**src/rtl/instruction_fetch.sv**
```systemverilog
// Instruction fetch stage: holds the fetch PC, issues one I-cache word request at a time,
// predicts JAL/B-type targets and hands one instruction per handshake to issue.
module instruction_fetch #(
  parameter logic [31:0] RESET_PC = 32'h0000_0000
) (
  input  logic        clk_in,
  input  logic        rst_in,
  input  logic        rdy_in,
  input  logic        flush_en,
  input  logic [31:0] flush_PC,
  output logic        icache_req_valid,
  output logic [31:0] icache_req_addr,
  input  logic        icache_resp_valid,
  input  logic [31:0] icache_resp_inst,
  output logic [31:0] bp_query_PC,
  input  logic        bp_result,
  output logic        inst_valid,
  output logic [31:0] inst_out,
  output logic [31:0] inst_PC,
  output logic        inst_pred_taken,
  input  logic        issue_ready
);

  localparam logic [6:0] OP_JAL  = 7'b1101111;
  localparam logic [6:0] OP_JALR = 7'b1100111;
  localparam logic [6:0] OP_BR   = 7'b1100011;

  typedef enum logic [1:0] {IDLE, WAIT, DROP, STALL} state_t;

  state_t             state, state_nxt;
  logic        [31:0] pc, pc_nxt;
  logic        [31:0] target;
  logic signed [31:0] imm;
  logic               pred;
  logic               load;
  logic               out_free;
  logic               xfer;
  logic               is_jalr;

  function automatic logic signed [31:0] b_imm(input logic [31:0] i);
    return {{19{i[31]}}, i[31], i[7], i[30:25], i[11:8], 1'b0};
  endfunction

  function automatic logic signed [31:0] j_imm(input logic [31:0] i);
    return {{11{i[31]}}, i[31], i[19:12], i[20], i[30:21], 1'b0};
  endfunction

  assign icache_req_valid = (state == WAIT);
  assign icache_req_addr  = pc;
  assign bp_query_PC      = pc;

  // Next-PC / prediction for the word arriving from the cache
  always_comb begin
    imm     = '0;
    target  = pc + 32'd4;
    pred    = 1'b0;
    is_jalr = (icache_resp_inst[6:0] == OP_JALR);
    case (icache_resp_inst[6:0])
      OP_JAL: begin
        imm    = j_imm(icache_resp_inst);
        target = pc + $unsigned(imm);
        pred   = 1'b1;
      end
      OP_BR: begin
        imm = b_imm(icache_resp_inst);
        if (bp_result) begin
          target = pc + $unsigned(imm);
          pred   = 1'b1;
        end
      end
      default: ;
    endcase
  end

  always_comb begin
    out_free  = !inst_valid || issue_ready;
    xfer      = inst_valid && issue_ready;
    state_nxt = state;
    pc_nxt    = pc;
    load      = 1'b0;
    case (state)
      IDLE: if (out_free) state_nxt = WAIT;
      WAIT: begin
        if (icache_resp_valid) begin
          load = 1'b1;
          if (is_jalr) begin
            state_nxt = STALL;
          end else begin
            pc_nxt    = target;
            state_nxt = IDLE;
          end
        end
      end
      DROP:    if (icache_resp_valid) state_nxt = IDLE;
      STALL:   ;
      default: state_nxt = IDLE;
    endcase
    // A redirect overrides everything; an in-flight request becomes a drop
    if (flush_en) begin
      pc_nxt = flush_PC;
      load   = 1'b0;
      case (state)
        WAIT:    state_nxt = icache_resp_valid ? IDLE : DROP;
        DROP:    state_nxt = DROP;
        default: state_nxt = IDLE;
      endcase
    end
  end

  // Fetch state and output register
  always_ff @(posedge clk_in) begin
    if (rst_in) begin
      state           <= IDLE;
      pc              <= RESET_PC;
      inst_valid      <= 1'b0;
      inst_out        <= '0;
      inst_PC         <= '0;
      inst_pred_taken <= 1'b0;
    end else if (rdy_in) begin
      state <= state_nxt;
      pc    <= pc_nxt;
      if (flush_en) begin
        inst_valid <= 1'b0;
      end else if (load) begin
        inst_valid      <= 1'b1;
        inst_out        <= icache_resp_inst;
        inst_PC         <= pc;
        inst_pred_taken <= pred;
      end else if (xfer) begin
        inst_valid <= 1'b0;
      end
    end
  end

endmodule
```
**config.mk**
```make
export PLATFORM = sky130hd
export DESIGN_NAME = instruction_fetch
export DESIGN_NICKNAME = d
export VERILOG_FILES = /design/src/rtl/instruction_fetch.sv
export SDC_FILE = /design/constraint.sdc
export NUM_CORES = 1
export LEC_CHECK = 0
export ABC_CLOCK_PERIOD_IN_PS = 3750
export CAP_MARGIN = 20
export CORE_MARGIN = 2
export CORE_UTILIZATION = 30
export DETAILED_ROUTE_END_ITERATION = 16
export GPL_TIMING_DRIVEN = 1
export PLACE_DENSITY = 0.52
export SLEW_MARGIN = 5
export SYNTH_ARGS = -nofsm -noshare
export SYNTH_HDL_FRONTEND = slang
export SYNTH_SLANG_ARGS = --single-unit
```
**constraint.sdc**
```tcl
create_clock -name clk_in -period 3.75 [get_ports clk_in]
set_input_delay 0.75 -clock clk_in [delete_from_list [all_inputs] [get_ports clk_in]]
set_output_delay 0.75 -clock clk_in [all_outputs]
set_load 0.01 [all_outputs]
```
Word level (Yosys, flattened, before mapping)
Cells that the tools add are included.
Operators by class
  $add $sub $neg: 3
  multipliers: 0
  divide/modulo/power cells: 0
  $lt $le $gt $ge: 0
  equality and inequality tests: 9
  shift-type cells: 0
  muxes and demuxes: 22
  bitwise operators: 1
  reduce and logical (&&, ||, !) cells: 12
Operators by type and width (count)
  32-bit 2-to-1 mux: 5
  32-bit adder: 2
  32-bit one-hot mux with 2 select lines: 1
  32-bit by 3-bit adder with 32-bit output (second input constant): 1
  7-bit == test (second input constant): 3
  2-bit 2-to-1 mux: 6
  1-bit 2-to-1 mux: 7
  3-bit != test (second input constant): 2
  2-bit one-hot mux with 3 select lines: 1
  5-bit AND reduction: 1
  2-bit one-hot mux with 2 select lines: 1
  4-bit AND reduction: 1
  2-bit nonzero test: 2
  4-bit nonzero test: 1
  3-bit by 2-bit != test with 1-bit output (second input constant): 1
  3-bit AND reduction: 1
  3-bit nonzero test: 1
  2-bit by 1-bit == test with 1-bit output (second input constant): 1
  2-bit == test (second input constant): 1
  2-bit logical NOT: 1
  2-bit != test (second input constant): 1
  1-bit one-hot mux with 2 select lines: 1
  2-bit AND reduction: 1
  1-bit logical AND: 1
  other kinds (3): 3
Storage, ports and cells
  bits in registers: 100
  latch bits: 0
  memory bits (writable): 0
  ROM bits: 0
  logic and storage cells: 53
  memories kept: 0

Logic depth before layout (Yosys ltp)
Gate-level depths: netlist of the first run.
  word-level depth: 7
  mapped depth: 11
  depth with buffers taken out: 11

Worst setup path after synthesis of the first run
Ideal clock, no wire load.
  path kind: input to register
  start point: in icache_resp_inst[21]
  end point: reg pc[31] (netlist: bp_query_PC[31])
  library setup time: 0.130 ns
  arrival: 3.083 ns
  path slack: 0.536 ns
  stages: 11
  path buffers: 0
  cell sequence: ha_1 fa_1 a21o_1 a22o_1 a211oi_4 o31ai_4 o211ai_2 a21oi_2 mux2_4 a221oi_2 nor3_1
Between the ends
  word-level cells in the longest chain between the ends: 6
RTL lines
  start: declaration: line 14  | input logic [31:0] icache_resp_inst,
  32-bit adder: line 61  | target = pc + $unsigned(imm);
  32-bit one-hot mux with 2 select lines: line 58  | case (icache_resp_inst[6:0])
  32-bit 2-to-1 mux: line 86  | if (is_jalr) begin
  32-bit 2-to-1 mux: line 84  | if (icache_resp_valid) begin
  32-bit 2-to-1 mux: line 81  | case (state)
  32-bit 2-to-1 mux: line 99  | if (flush_en) begin
  end signal: assignment: line 121  | pc <= pc_nxt;
  end: declaration: line 31  | logic [31:0] pc, pc_nxt;
No other way between the ends. The select of a mux whose other input is x is not followed.
A chain may end at the register's enable or synchronous reset.

Final worst setup path of the first run
Ends and elaborated chain as after synthesis.

==> results of run 1 <==
## layer usage
layer | vias to the layer above | wire (um) | global-route usage, %
met5 | - | 0 | 0
met4 | 0 | 414 | 5.13
met3 | 26 | 2170 | 3.65
met2 | 324 | 13400 | 33.7
met1 | 4073 | 15000 | 32.8
li1 | 4221 | - | -
## layout make-up
cell class,count,area (um2)
fill,2741,15200
multi-input combinational,857,5270
timing repair buffer,278,2600
sequential,100,2000
tap,335,419
clock buffer,10,229
clock inverter,6,96.3
inverter,17,63.8
## state kept, by name, summed over array words and instances, names as in the netlist
name             flops
bp_query_PC         32
inst_PC             32
inst_out            32
state                2
inst_pred_taken      1
inst_valid           1
## cell usage after synthesis, types with 11 or more instances
cell      count  area [um2]
xnor2_1      26         228
nand4_1      16         100
a221oi_1     14         123
o21ai_0      66         330
nor2_1       45         169
mux2i_1      12         120
nand2_1     218         818
ha_1         47         588
clkbuf_1     55         206
inv_1        17        63.8
a21o_1       32         240
xor2_1       26         228
o211ai_1     11        82.6
a21oi_1     145         726
and3_1       14        87.6
nand3_1      20         100
buf_4        32         240
dfxtp_1     100        2000
nor3_1       13        65.1
## cells in the final DEF (no fill, tap or decap), types with 9 or more instances in the layout
cell / netlist / routed
dfxtp_1: 100 / 100
nand3_1: 20 / 20
inv_1: 17 / 17
nand2_1: 218 / 218
nor3_1: 13 / 13
ha_1: 47 / 47
clkdlybuf4s50_1: 0 / 200
xnor2_1: 26 / 26
o221ai_1: 9 / 9
o211ai_1: 11 / 11
a211oi_1: 9 / 9
and3_1: 14 / 14
a21o_1: 32 / 32
o21ai_0: 66 / 66
nand4_1: 16 / 16
clkbuf_16: 0 / 9
mux2i_1: 12 / 12
buf_4: 32 / 77
a21oi_1: 145 / 145
xor2_1: 26 / 26
a221oi_1: 14 / 14
nor2_1: 45 / 44
## critical path: stages
cell and delay (ns):
clkdlybuf4s50_1 0.44, ha_1 0.27, fa_1 0.41, a21o_1 0.22, a22o_1 0.23, a211oi_4 0.31, o31ai_4 0.13, o211ai_2 0.24
a21oi_2 0.10, mux2_4 0.31, a221oi_2 0.26, nor3_1 0.07
## through the flow
stage               setup TNS (ns)  cell area [um2]
finish                           0            10700
global placement            -0.263            10400
CTS                              0            10700
floorplan                        0             7820
global route                     0            10700
detailed placement          -0.468            10400
## cell families (layout without fill, tap and decap cells)
logic type	Yosys count	after routing	synth area share, %
xor gates and xnor gates	52	52	5.82
buffers and inverters	115	311	7.23
AOI/OAI and AO/OA	368	368	30.2
and+or+nand+nor	374	374	21.3
muxes	14	14	1.87
adders and majority gates	49	49	8.03
DFF	100	100	25.6
## how the worst min path moves through the flow
stage | from | endpoint
floorplan | state[1] | state[1]
global placement | inst_out[29] | inst_out[29]
detailed placement | inst_PC[17] | inst_PC[17]
CTS | inst_PC[14] | inst_PC[14]
global route | inst_PC[4] | inst_PC[4]
finish | inst_PC[17] | inst_PC[17]
## power by group through the flow
stage               sequential (mW)  clock, mW  combinational (mW)
finish                         1.14       1.08               0.885
global route                   1.15       1.14               0.963
CTS                            1.14       1.10               0.879
detailed placement             1.17          0               0.872
global placement               1.17          0               0.875
floorplan                      1.16          0               0.497
==> metrics.txt, run 1 <==
status finished clean; Root Buffer clkbuf_16; synthesized instance count 1072; # DRC 0; peak supply drop 185 uV; share of cells above drive strength 1 9.07%; Post-CTS Resized 0; Switch Pwr 1.01 mW; dpl cells 1587; CP startpoint icache_resp_inst[21]; Final Max Tran Viols 0; CTS Hold Bufs 0; Final setup viols 0; Post-Route Skew 0.0108 ns; Clock Power Share 34.7%; minimum clock period 3.55 ns; Reg2Reg Depth 11; Total Power 3.10 mW; final core occ 41.3%; sequential share of power 36.8%; Crit Path Max Fanout 5; measured slew at the worst slew-check pin 1.00 ns; sequential area share after synthesis 25.6%; port bufs 201; Final Hold Violating Endpoints 0; clock latency at the later pin of the worst-skew pair 0.36 ns; Fmax 282 MHz; setup ws final 0.203 ns; RSZ-0062 raised after global routing no; worst slack, placed -0.155 ns; Antenna Cells 0; Setup CP Type primary input to flop; via count 8644; Overflow after GRT 0; Switching Fraction 32.6%; Num CTS Buffers 9; final hold slack 0.453 ns; P_leak 4.17 nW; drt via density 5.39; crit path to bp_query_PC[31]; Routed WL per cell 19.3 um; hold depth 2; die area 27400 um2; initial core utilization 30.3%; Seq cells post-synth 100; Mean Syn Cell Area 7.30 um2; Clock Pin Slew Worst Setup and Hold Paths 0.08 ns; CORE AREA 25800 um2; Setup crit start kind primary input; GRT Total Usage 22.2%; max_cap viols 0; Max clock buf depth 2; CP required 3.96 ns; library cells used by synthesis 74; combinational power share 28.5%; WL final 30.9 mm; Pwr per Cell Area 291 nW/um2; final worst-path cycle share 94.6%; Die W 165 um; main flop type after synthesis dfxtp_1; Area Overhead vs Synth 36.5%; EDFF count, synth 0; clk sink count 100; Post-Layout Cell Count 1603; largest net degree at the start of global routing 89; global-route wire length before repair 47.0 mm; Placer Congestion 0.902; synthesized area 7820 um2; CP endpoint kind flop; I/O pin count 202; Layout Nets 1383; Die H 165 um; Post-Syn Nets 1192; initial antenna violation count 0; postcts setup bufs 0; # rows 59; CTS tree yes; CTS HTree Levels 3; Worst EP arrival 3.75 ns; DRT iter0 DRCs 686; Worst slew margin 33.0%; R2R Setup Slk 0.46 ns; DP HPWL 23.0 mm; Synth Warn # 0; internal power 2.09 mW; DR pass1 iterations 5; antenna-violating nets left 0; reg2reg start bp_query_PC[3]; hold crit path type flop to flop; vias in the first global route 8056; async set or reset register ratio after synthesis 0%; Reg-to-Reg End bp_query_PC[26]
No activity file was read; power rests on OpenSTA's default activity.
==> run 2: changes to the inputs <==
- TNS_END_PERCENT: default -> 10
==> results of run 2 <==
The final DEF is identical to that of run 1; final timing and power are the same.
